<file path="src/rtl/alu_arbiter_if.sv">
// -----------------------------------------------------------------------------
// alu_arbiter_if
// Bundles every non-clock/reset signal of the shared-ALU arbiter.
//   Requester 0/1 : rN_valid, rN_ready, rN_op[3:0], rN_x, rN_y
//   Response      : rsp_valid, rsp_ready, rsp_id, rsp_err, rsp_data[2*BITS]
//   ALU side      : alu_ctrl[SIG_COUNT], alu_x, alu_y, alu_result[2*BITS]
// Modports:
//   slave  - the arbiter itself
//   master - requesters, response consumer and ALU taken together
// -----------------------------------------------------------------------------
interface alu_arbiter_if #(
  parameter int BITS      = 32,
  parameter int SIG_COUNT = 12
);
  logic                 r0_valid;
  logic                 r0_ready;
  logic [3:0]           r0_op;
  logic [BITS-1:0]      r0_x;
  logic [BITS-1:0]      r0_y;

  logic                 r1_valid;
  logic                 r1_ready;
  logic [3:0]           r1_op;
  logic [BITS-1:0]      r1_x;
  logic [BITS-1:0]      r1_y;

  logic                 rsp_valid;
  logic                 rsp_ready;
  logic                 rsp_id;
  logic                 rsp_err;
  logic [2*BITS-1:0]    rsp_data;

  logic [SIG_COUNT-1:0] alu_ctrl;
  logic [BITS-1:0]      alu_x;
  logic [BITS-1:0]      alu_y;
  logic [2*BITS-1:0]    alu_result;

  modport slave (
    input  r0_valid, r0_op, r0_x, r0_y,
    input  r1_valid, r1_op, r1_x, r1_y,
    output r0_ready, r1_ready,
    output rsp_valid, rsp_id, rsp_err, rsp_data,
    input  rsp_ready,
    output alu_ctrl, alu_x, alu_y,
    input  alu_result
  );

  modport master (
    output r0_valid, r0_op, r0_x, r0_y,
    output r1_valid, r1_op, r1_x, r1_y,
    input  r0_ready, r1_ready,
    input  rsp_valid, rsp_id, rsp_err, rsp_data,
    output rsp_ready,
    input  alu_ctrl, alu_x, alu_y,
    output alu_result
  );
endinterface

</file>
<file path="src/rtl/alu_arbiter.sv">
// -----------------------------------------------------------------------------
// alu_arbiter
// Shares one combinational ALU between two requesters. Requests are granted
// round-robin, operands are latched and presented to the ALU together with a
// one-hot control word for a fixed per-op latency (MULDIV_LAT for mul/div,
// 1 otherwise), and the registered 2*BITS result is returned with the
// requester id and an error flag. Only one operation is in flight at a time.
//
// Ports:
//   clk    - rising-edge clock
//   clr_n  - asynchronous active-low reset
//   bus    - alu_arbiter_if.slave (requests, response, ALU drive/return)
//
// Optional feature macro: ALU_ARB_DIV0_EN
//   When defined, a divide (op 3) with y == 0 is rejected at accept time with
//   rsp_err = 1 and never reaches the ALU. When undefined it executes normally.
// -----------------------------------------------------------------------------
module alu_arbiter #(
  parameter int BITS       = 32,
  parameter int SIG_COUNT  = 12,
  parameter int MULDIV_LAT = 4
) (
  input  logic          clk,
  input  logic          clr_n,
  alu_arbiter_if.slave  bus
);

  localparam int CNT_W = (MULDIV_LAT > 1) ? $clog2(MULDIV_LAT) : 1;

  localparam logic [1:0] ST_IDLE = 2'd0;
  localparam logic [1:0] ST_EXEC = 2'd1;
  localparam logic [1:0] ST_RESP = 2'd2;

  localparam logic [3:0] OP_MUL = 4'd2;
  localparam logic [3:0] OP_DIV = 4'd3;

  logic [1:0]        state;
  logic              ptr;        // requester favoured when both are valid
  logic [CNT_W-1:0]  cnt;
  logic [3:0]        op_q;
  logic [BITS-1:0]   x_q;
  logic [BITS-1:0]   y_q;
  logic              rsp_id_q;
  logic              rsp_err_q;
  logic [2*BITS-1:0] rsp_data_q;

  logic              grant_id;
  logic              accept;
  logic [3:0]        sel_op;
  logic [BITS-1:0]   sel_x;
  logic [BITS-1:0]   sel_y;
  logic              op_legal;
  logic              op_muldiv;
  logic              div_zero;

  // Grant: a lone valid wins outright; a tie goes to the pointer.
  // NOTE: every combinational output gets a default first so no latch is inferred.
  always_comb begin
    grant_id = 1'b0;
    if (bus.r0_valid && bus.r1_valid) grant_id = ptr;
    else                              grant_id = bus.r1_valid;
  end

  assign accept       = (state == ST_IDLE) && (bus.r0_valid || bus.r1_valid);
  assign bus.r0_ready = accept && !grant_id;
  assign bus.r1_ready = accept &&  grant_id;

  assign sel_op = grant_id ? bus.r1_op : bus.r0_op;
  assign sel_x  = grant_id ? bus.r1_x  : bus.r0_x;
  assign sel_y  = grant_id ? bus.r1_y  : bus.r0_y;

  assign op_legal  = (int'(sel_op) < SIG_COUNT);
  assign op_muldiv = (sel_op == OP_MUL) || (sel_op == OP_DIV);

`ifdef ALU_ARB_DIV0_EN
  assign div_zero = (sel_op == OP_DIV) && (sel_y == '0);
`else
  assign div_zero = 1'b0;
`endif

  // The ALU only sees a control bit while an operation is executing; the
  // operands stay parked on the last latched values in between.
  assign bus.alu_ctrl = (state == ST_EXEC) ? (SIG_COUNT'(1) << op_q) : '0;
  assign bus.alu_x    = x_q;
  assign bus.alu_y    = y_q;

  assign bus.rsp_valid = (state == ST_RESP);
  assign bus.rsp_id    = rsp_id_q;
  assign bus.rsp_err   = rsp_err_q;
  assign bus.rsp_data  = rsp_data_q;

  // NOTE: sequential state uses non-blocking assignments only, and every
  // register (including the wide operand/result holders) is reset so the
  // outputs come out of reset at known values.
  always_ff @(posedge clk or negedge clr_n) begin
    if (!clr_n) begin
      state      <= ST_IDLE;
      ptr        <= 1'b0;
      cnt        <= '0;
      op_q       <= '0;
      x_q        <= '0;
      y_q        <= '0;
      rsp_id_q   <= 1'b0;
      rsp_err_q  <= 1'b0;
      rsp_data_q <= '0;
    end else begin
      case (state)
        ST_IDLE: begin
          if (accept) begin
            op_q     <= sel_op;
            x_q      <= sel_x;
            y_q      <= sel_y;
            rsp_id_q <= grant_id;
            ptr      <= ~grant_id;
            if (!op_legal || div_zero) begin
              // Rejected ops skip the ALU and answer on the next cycle.
              rsp_err_q  <= 1'b1;
              rsp_data_q <= '0;
              cnt        <= '0;
              state      <= ST_RESP;
            end else begin
              cnt   <= op_muldiv ? CNT_W'(MULDIV_LAT - 1) : '0;
              state <= ST_EXEC;
            end
          end
        end

        ST_EXEC: begin
          if (cnt == '0) begin
            rsp_data_q <= bus.alu_result;
            rsp_err_q  <= 1'b0;
            state      <= ST_RESP;
          end else begin
            cnt <= cnt - 1'b1;
          end
        end

        ST_RESP: begin
          if (bus.rsp_ready) state <= ST_IDLE;
        end

        default: state <= ST_IDLE;
      endcase
    end
  end

endmodule

</file>
<file path="src/flat_wrapper.sv">
// flat-port wrapper written by rule: the top's interface ports become plain ports
module alu_arbiter_flat 
#(
  parameter int BITS       = 32,
  parameter int SIG_COUNT  = 12,
  parameter int MULDIV_LAT = 4
)
  (clk, clr_n, bus_r0_valid, bus_r0_op, bus_r0_x, bus_r0_y, bus_r1_valid, bus_r1_op, bus_r1_x, bus_r1_y, bus_r0_ready, bus_r1_ready, bus_rsp_valid, bus_rsp_id, bus_rsp_err, bus_rsp_data, bus_rsp_ready, bus_alu_ctrl, bus_alu_x, bus_alu_y, bus_alu_result);
  alu_arbiter_if #(.BITS(BITS), .SIG_COUNT(SIG_COUNT)) bus_i ();
  input  logic clk;
  input  logic clr_n;
  input wire logic [$bits(bus_i.r0_valid)-1:0] bus_r0_valid;
  input wire logic [$bits(bus_i.r0_op)-1:0] bus_r0_op;
  input wire logic [$bits(bus_i.r0_x)-1:0] bus_r0_x;
  input wire logic [$bits(bus_i.r0_y)-1:0] bus_r0_y;
  input wire logic [$bits(bus_i.r1_valid)-1:0] bus_r1_valid;
  input wire logic [$bits(bus_i.r1_op)-1:0] bus_r1_op;
  input wire logic [$bits(bus_i.r1_x)-1:0] bus_r1_x;
  input wire logic [$bits(bus_i.r1_y)-1:0] bus_r1_y;
  output wire logic [$bits(bus_i.r0_ready)-1:0] bus_r0_ready;
  output wire logic [$bits(bus_i.r1_ready)-1:0] bus_r1_ready;
  output wire logic [$bits(bus_i.rsp_valid)-1:0] bus_rsp_valid;
  output wire logic [$bits(bus_i.rsp_id)-1:0] bus_rsp_id;
  output wire logic [$bits(bus_i.rsp_err)-1:0] bus_rsp_err;
  output wire logic [$bits(bus_i.rsp_data)-1:0] bus_rsp_data;
  input wire logic [$bits(bus_i.rsp_ready)-1:0] bus_rsp_ready;
  output wire logic [$bits(bus_i.alu_ctrl)-1:0] bus_alu_ctrl;
  output wire logic [$bits(bus_i.alu_x)-1:0] bus_alu_x;
  output wire logic [$bits(bus_i.alu_y)-1:0] bus_alu_y;
  input wire logic [$bits(bus_i.alu_result)-1:0] bus_alu_result;
  assign bus_i.r0_valid = bus_r0_valid;
  assign bus_i.r0_op = bus_r0_op;
  assign bus_i.r0_x = bus_r0_x;
  assign bus_i.r0_y = bus_r0_y;
  assign bus_i.r1_valid = bus_r1_valid;
  assign bus_i.r1_op = bus_r1_op;
  assign bus_i.r1_x = bus_r1_x;
  assign bus_i.r1_y = bus_r1_y;
  assign bus_r0_ready = bus_i.r0_ready;
  assign bus_r1_ready = bus_i.r1_ready;
  assign bus_rsp_valid = bus_i.rsp_valid;
  assign bus_rsp_id = bus_i.rsp_id;
  assign bus_rsp_err = bus_i.rsp_err;
  assign bus_rsp_data = bus_i.rsp_data;
  assign bus_i.rsp_ready = bus_rsp_ready;
  assign bus_alu_ctrl = bus_i.alu_ctrl;
  assign bus_alu_x = bus_i.alu_x;
  assign bus_alu_y = bus_i.alu_y;
  assign bus_i.alu_result = bus_alu_result;
  alu_arbiter #(.BITS(BITS), .SIG_COUNT(SIG_COUNT), .MULDIV_LAT(MULDIV_LAT)) u_core (.clk(clk), .clr_n(clr_n), .bus(bus_i));
endmodule
</file>
<file path="config.mk">
export PLATFORM = sky130hd
export DESIGN_NAME = alu_arbiter_flat
export DESIGN_NICKNAME = d
export VERILOG_FILES = /design/src/rtl/alu_arbiter_if.sv /design/src/rtl/alu_arbiter.sv /design/src/flat_wrapper.sv
export SDC_FILE = /design/constraint.sdc
export NUM_CORES = 1
export LEC_CHECK = 0
export BUFFER_PORTS_ARGS = -buffer_cell sky130_fd_sc_hd__buf_2
export CORE_AREA = 2 2 135 137
export DETAILED_ROUTE_END_ITERATION = 10
export DIE_AREA = 0 0 137 139
export GPL_ROUTABILITY_DRIVEN = 0
export HOLD_SLACK_MARGIN = 0.12
export PLACE_DENSITY = 0.69
export SLEW_MARGIN = 20
export SYNTH_ARGS = -nofsm -noshare
export SYNTH_HDL_FRONTEND = slang
export SYNTH_SLANG_ARGS = --single-unit
</file>
<file path="constraint.sdc">
create_clock -name clk -period 1.45 [get_ports clk]
set_input_delay 0.29 -clock clk [delete_from_list [all_inputs] [get_ports clk]]
set_output_delay 0.29 -clock clk [all_outputs]
set_load 0.01 [all_outputs]
</file>
==> results_dict.tcl <==
set metrics [dict create \
    synth_top_area_share 0.5623 \
    synthFlopType "dfrtp_1" \
    dp_cells 1232 \
    syn_inst 640 \
    synth_edf_count 0 \
    coreArea_sq_um 17660 \
    io_buffers 349 \
    fin_crit_sh 1.327 \
    synth_top_area_cell "dfrtp_1" \
    hold_viol_final 0 \
    dp_hpwl_mm 14.89 \
    fp.dieH_um 139 \
    worst_pin_slew_ns 0.4143 \
    die_w_um 137 \
    cts_buffers 17 \
    drv_cap 0 \
    hold_slack_ns 0.1476 \
    postSynthAreaPerCell_sq_um 9.666 \
    rsz0062_at_grt "yes" \
    drive_gt1_frac 0.5036 \
    synth_area_leaders "dfrtp_1, nand2_1, a22oi_2, a21oi_1, a22oi_1" \
    max_clock_freq_ghz 0.5197 \
    overflow 0 \
    violations "setup timing" \
    clk_latency_ns 0.42 \
    num_vias 7653 \
    slew_headroom 0.7238 \
    ant_nets 0 \
    antenna_found_initial 2 \
    wl_per_cell_um 19.79 \
    drt_iter0_drc 457 \
    syn_to_final_growth_pct 102.9 \
    syn_nets 846 \
    fin_tns_setup_ns -43.95 \
    vdd_drop_max_v 0.001096 \
    worstPathArrival_ns 1.63 \
    first_pass_iters 5 \
    start_kind "flip-flop" \
    grtUsageMet3 0.08114 \
    yosysWarnings 0 \
    total_leakage_power_uw 0.006131 \
    synth_common_cells "nand2_1, dfrtp_1, a21oi_1, a22oi_2, buf_2" \
    synth_cell_types 34 \
    drc_errors 0 \
    rows 49 \
    finalMaxSlewViolations 0 \
    required_ns 1.16 \
    gr-usage-met2 0.5213 \
    use_met1 0.3155 \
    start_util 0.3503 \
    postLayoutCoreUtil 0.7107 \
    grt_use_total 0.3010 \
    clock_sinks 139 \
    n_fill_cell 1115 \
    pin_count 350 \
    cp-end-kind "output port" \
    cts_tree "done" \
    cts-root-buf "clkbuf_16" \
    htree_levels 4 \
    vias_per_cell 5.122 \
    cts.reportedPaths.clkPinSlew_ns 0.06 \
    p_total_uw 24930 \
    status "complete, but fails checks" \
    power_density_nw_per_um2 1987 \
    grt_max_degree 47 \
    grt_pass1_wl_mm 43.95 \
    die_area_sq_um 19040 \
    finalNetCount 1459 \
    async_reset_ff_frac 1.000 \
    setup_violations 151 \
    period_minus_slack_ns 1.924 \
    drt_wl_total_mm 29.56 \
    synth.most_common_cell "nand2_1" \
    synth_seq_area_share 0.5623 \
    syn-cell-area_sq_um 6186 \
    hold_class "in -> reg" \
    cts_buffer_depth 2 \
    path_max_fanout 4 \
    layout.cells.non_filler 1494 \
    ys_seq_elements 139 \
    timing.final.ws_setup_ns -0.4742 \
    clock-skew-final_ns 0.01224 \
    grt_pass1_vias 8468 \
    critPathKind "reg -> out" \
    top_usage_layer "met2" \
]
==> flip-flops by register name (all words and copies together), names as in the netlist <==
name and flops:
u_core.bus.alu_y 32, u_core.cnt 2, u_core.bus.alu_x 32, u_core.bus.rsp_data 64, u_core.state 2, u_core.bus.rsp_err 1
u_core.ptr 1, u_core.bus.rsp_id 1, u_core.op_q 4
==> placed cells by master, fill, tap and decap left out, types with 2 or more instances in the layout <==
master,count
nand3_1,2
or3_4,2
bufinv_16,3
a21o_1,2
buf_8,14
inv_1,5
or2_4,2
nor3_2,2
nand2_1,261
dfrtp_1,139
clkinv_2,4
nor2b_1,2
buf_2,346
dlygate4sd3_1,185
nor2_2,3
nand2b_1,2
a21oi_4,15
nand2_2,3
clkbuf_16,20
buf_16,13
diode_2,2
clkinv_4,4
buf_12,27
buf_4,33
a21oi_2,50
mux2i_1,3
a22oi_2,64
o21ai_1,2
nor2_1,14
buf_6,16
==> timing repair <==
| action | in CTS | in global routing |
|---|---|---|
| hold buffers | 185 | 0 |
| cloned | 23 | 3 |
| buffers inserted | 28 | 5 |
| endpoints found under the hold margin | 259 | 0 |
| setup endpoints to repair | 148 | 153 |
| pin swaps | 108 | 42 |
| gates resized for setup | 129 | 75 |
==> critical path: stages (launching register included) <==
cell	delay, ns
dfrtp_1	0.41
or2_4	0.30
a211oi_4	0.23
buf_12	0.14
buf_4	0.12
==> power by group <==
| part | leakage [uW] | total [uW] | internal (uW) | switching, uW |
|---|---|---|---|---|
| combinational | 0.00410 | 13600 | 6870 | 6710 |
| clock | 0.000284 | 4390 | 2670 | 1720 |
| sequential | 0.00174 | 6960 | 5650 | 1320 |
| total | 0.00613 | 24900 | 15200 | 9750 |
==> per-layer routing <==
layer	share of wire	vias up
met4	0.053	0
met3	0.078	118
met2	0.52	460
li1	-	3373
met5	0	-
met1	0.35	3702
==> through the flow <==
stage          setup slack [ns]  instance area (sq um)
5_1_grt                 -0.5121                  12550
4_1_cts                 -0.4623                  12390
3_3_place_gp            -0.1313                   8642
2_1_floorplan          -0.04581                   6210
6_report                -0.4742                  12550
3_5_place_dp            -0.1835                   8642
==> path summary, 6_finish.rpt <==
path / cells after the start / slack (ns) / endpoint / from
hold / removal: 3 / 0.15 / u_core.bus.rsp_data[51]$_DFFE_PN0P_ / bus_alu_result[51]
setup reg to reg: 7 / -0.40 / u_core.bus.alu_y[13]$_DFFE_PN0P_ / u_core.state[1]$_DFFE_PN0P_
max in group asynchronous: 3 / 0.55 / u_core.bus.rsp_data[23]$_DFFE_PN0P_ / clr_n
setup / recovery: 4 / -0.47 / bus_r0_ready / u_core.state[1]$_DFFE_PN0P_
min in group asynchronous: 2 / 0.33 / u_core.bus.alu_x[11]$_DFFE_PN0P_ / clr_n
hold reg to reg: 1 / 0.49 / u_core.bus.rsp_err$_DFFE_PN0P_ / u_core.bus.rsp_err$_DFFE_PN0P_
==> kinds of logic (layout without fill, tap and decap cells) <==
logic type               after synthesis  in the layout  share of synthesized area
flip-flops                           139            139                     0.5623
other                                  0              2                          0
AND/OR/NAND/NOR                      305            305                     0.1952
AO/OA/AOI/OAI                        143            143                     0.1879
multiplexers                           3              3                   0.004855
buffers and inverters                 49            672                    0.04774
adder cells (fa/ha/maj)                1              1                   0.002022
==> layout make-up <==
type                            instances  area [sq um]  area share
Inverter                                5         18.77    0.001496
Antenna cell                            2         5.005   0.0003988
Clock inverter                         12         152.6     0.01216
Timing Repair Buffer                  638          5228      0.4166
Clock buffer                           17         425.4     0.03390
Multi-Input combinational cell        452          2954      0.2354
Tap cell                              229         286.5     0.02283
Sequential cell                       139          3478      0.2772
Note: power is estimated with default switching activity, not from simulation.
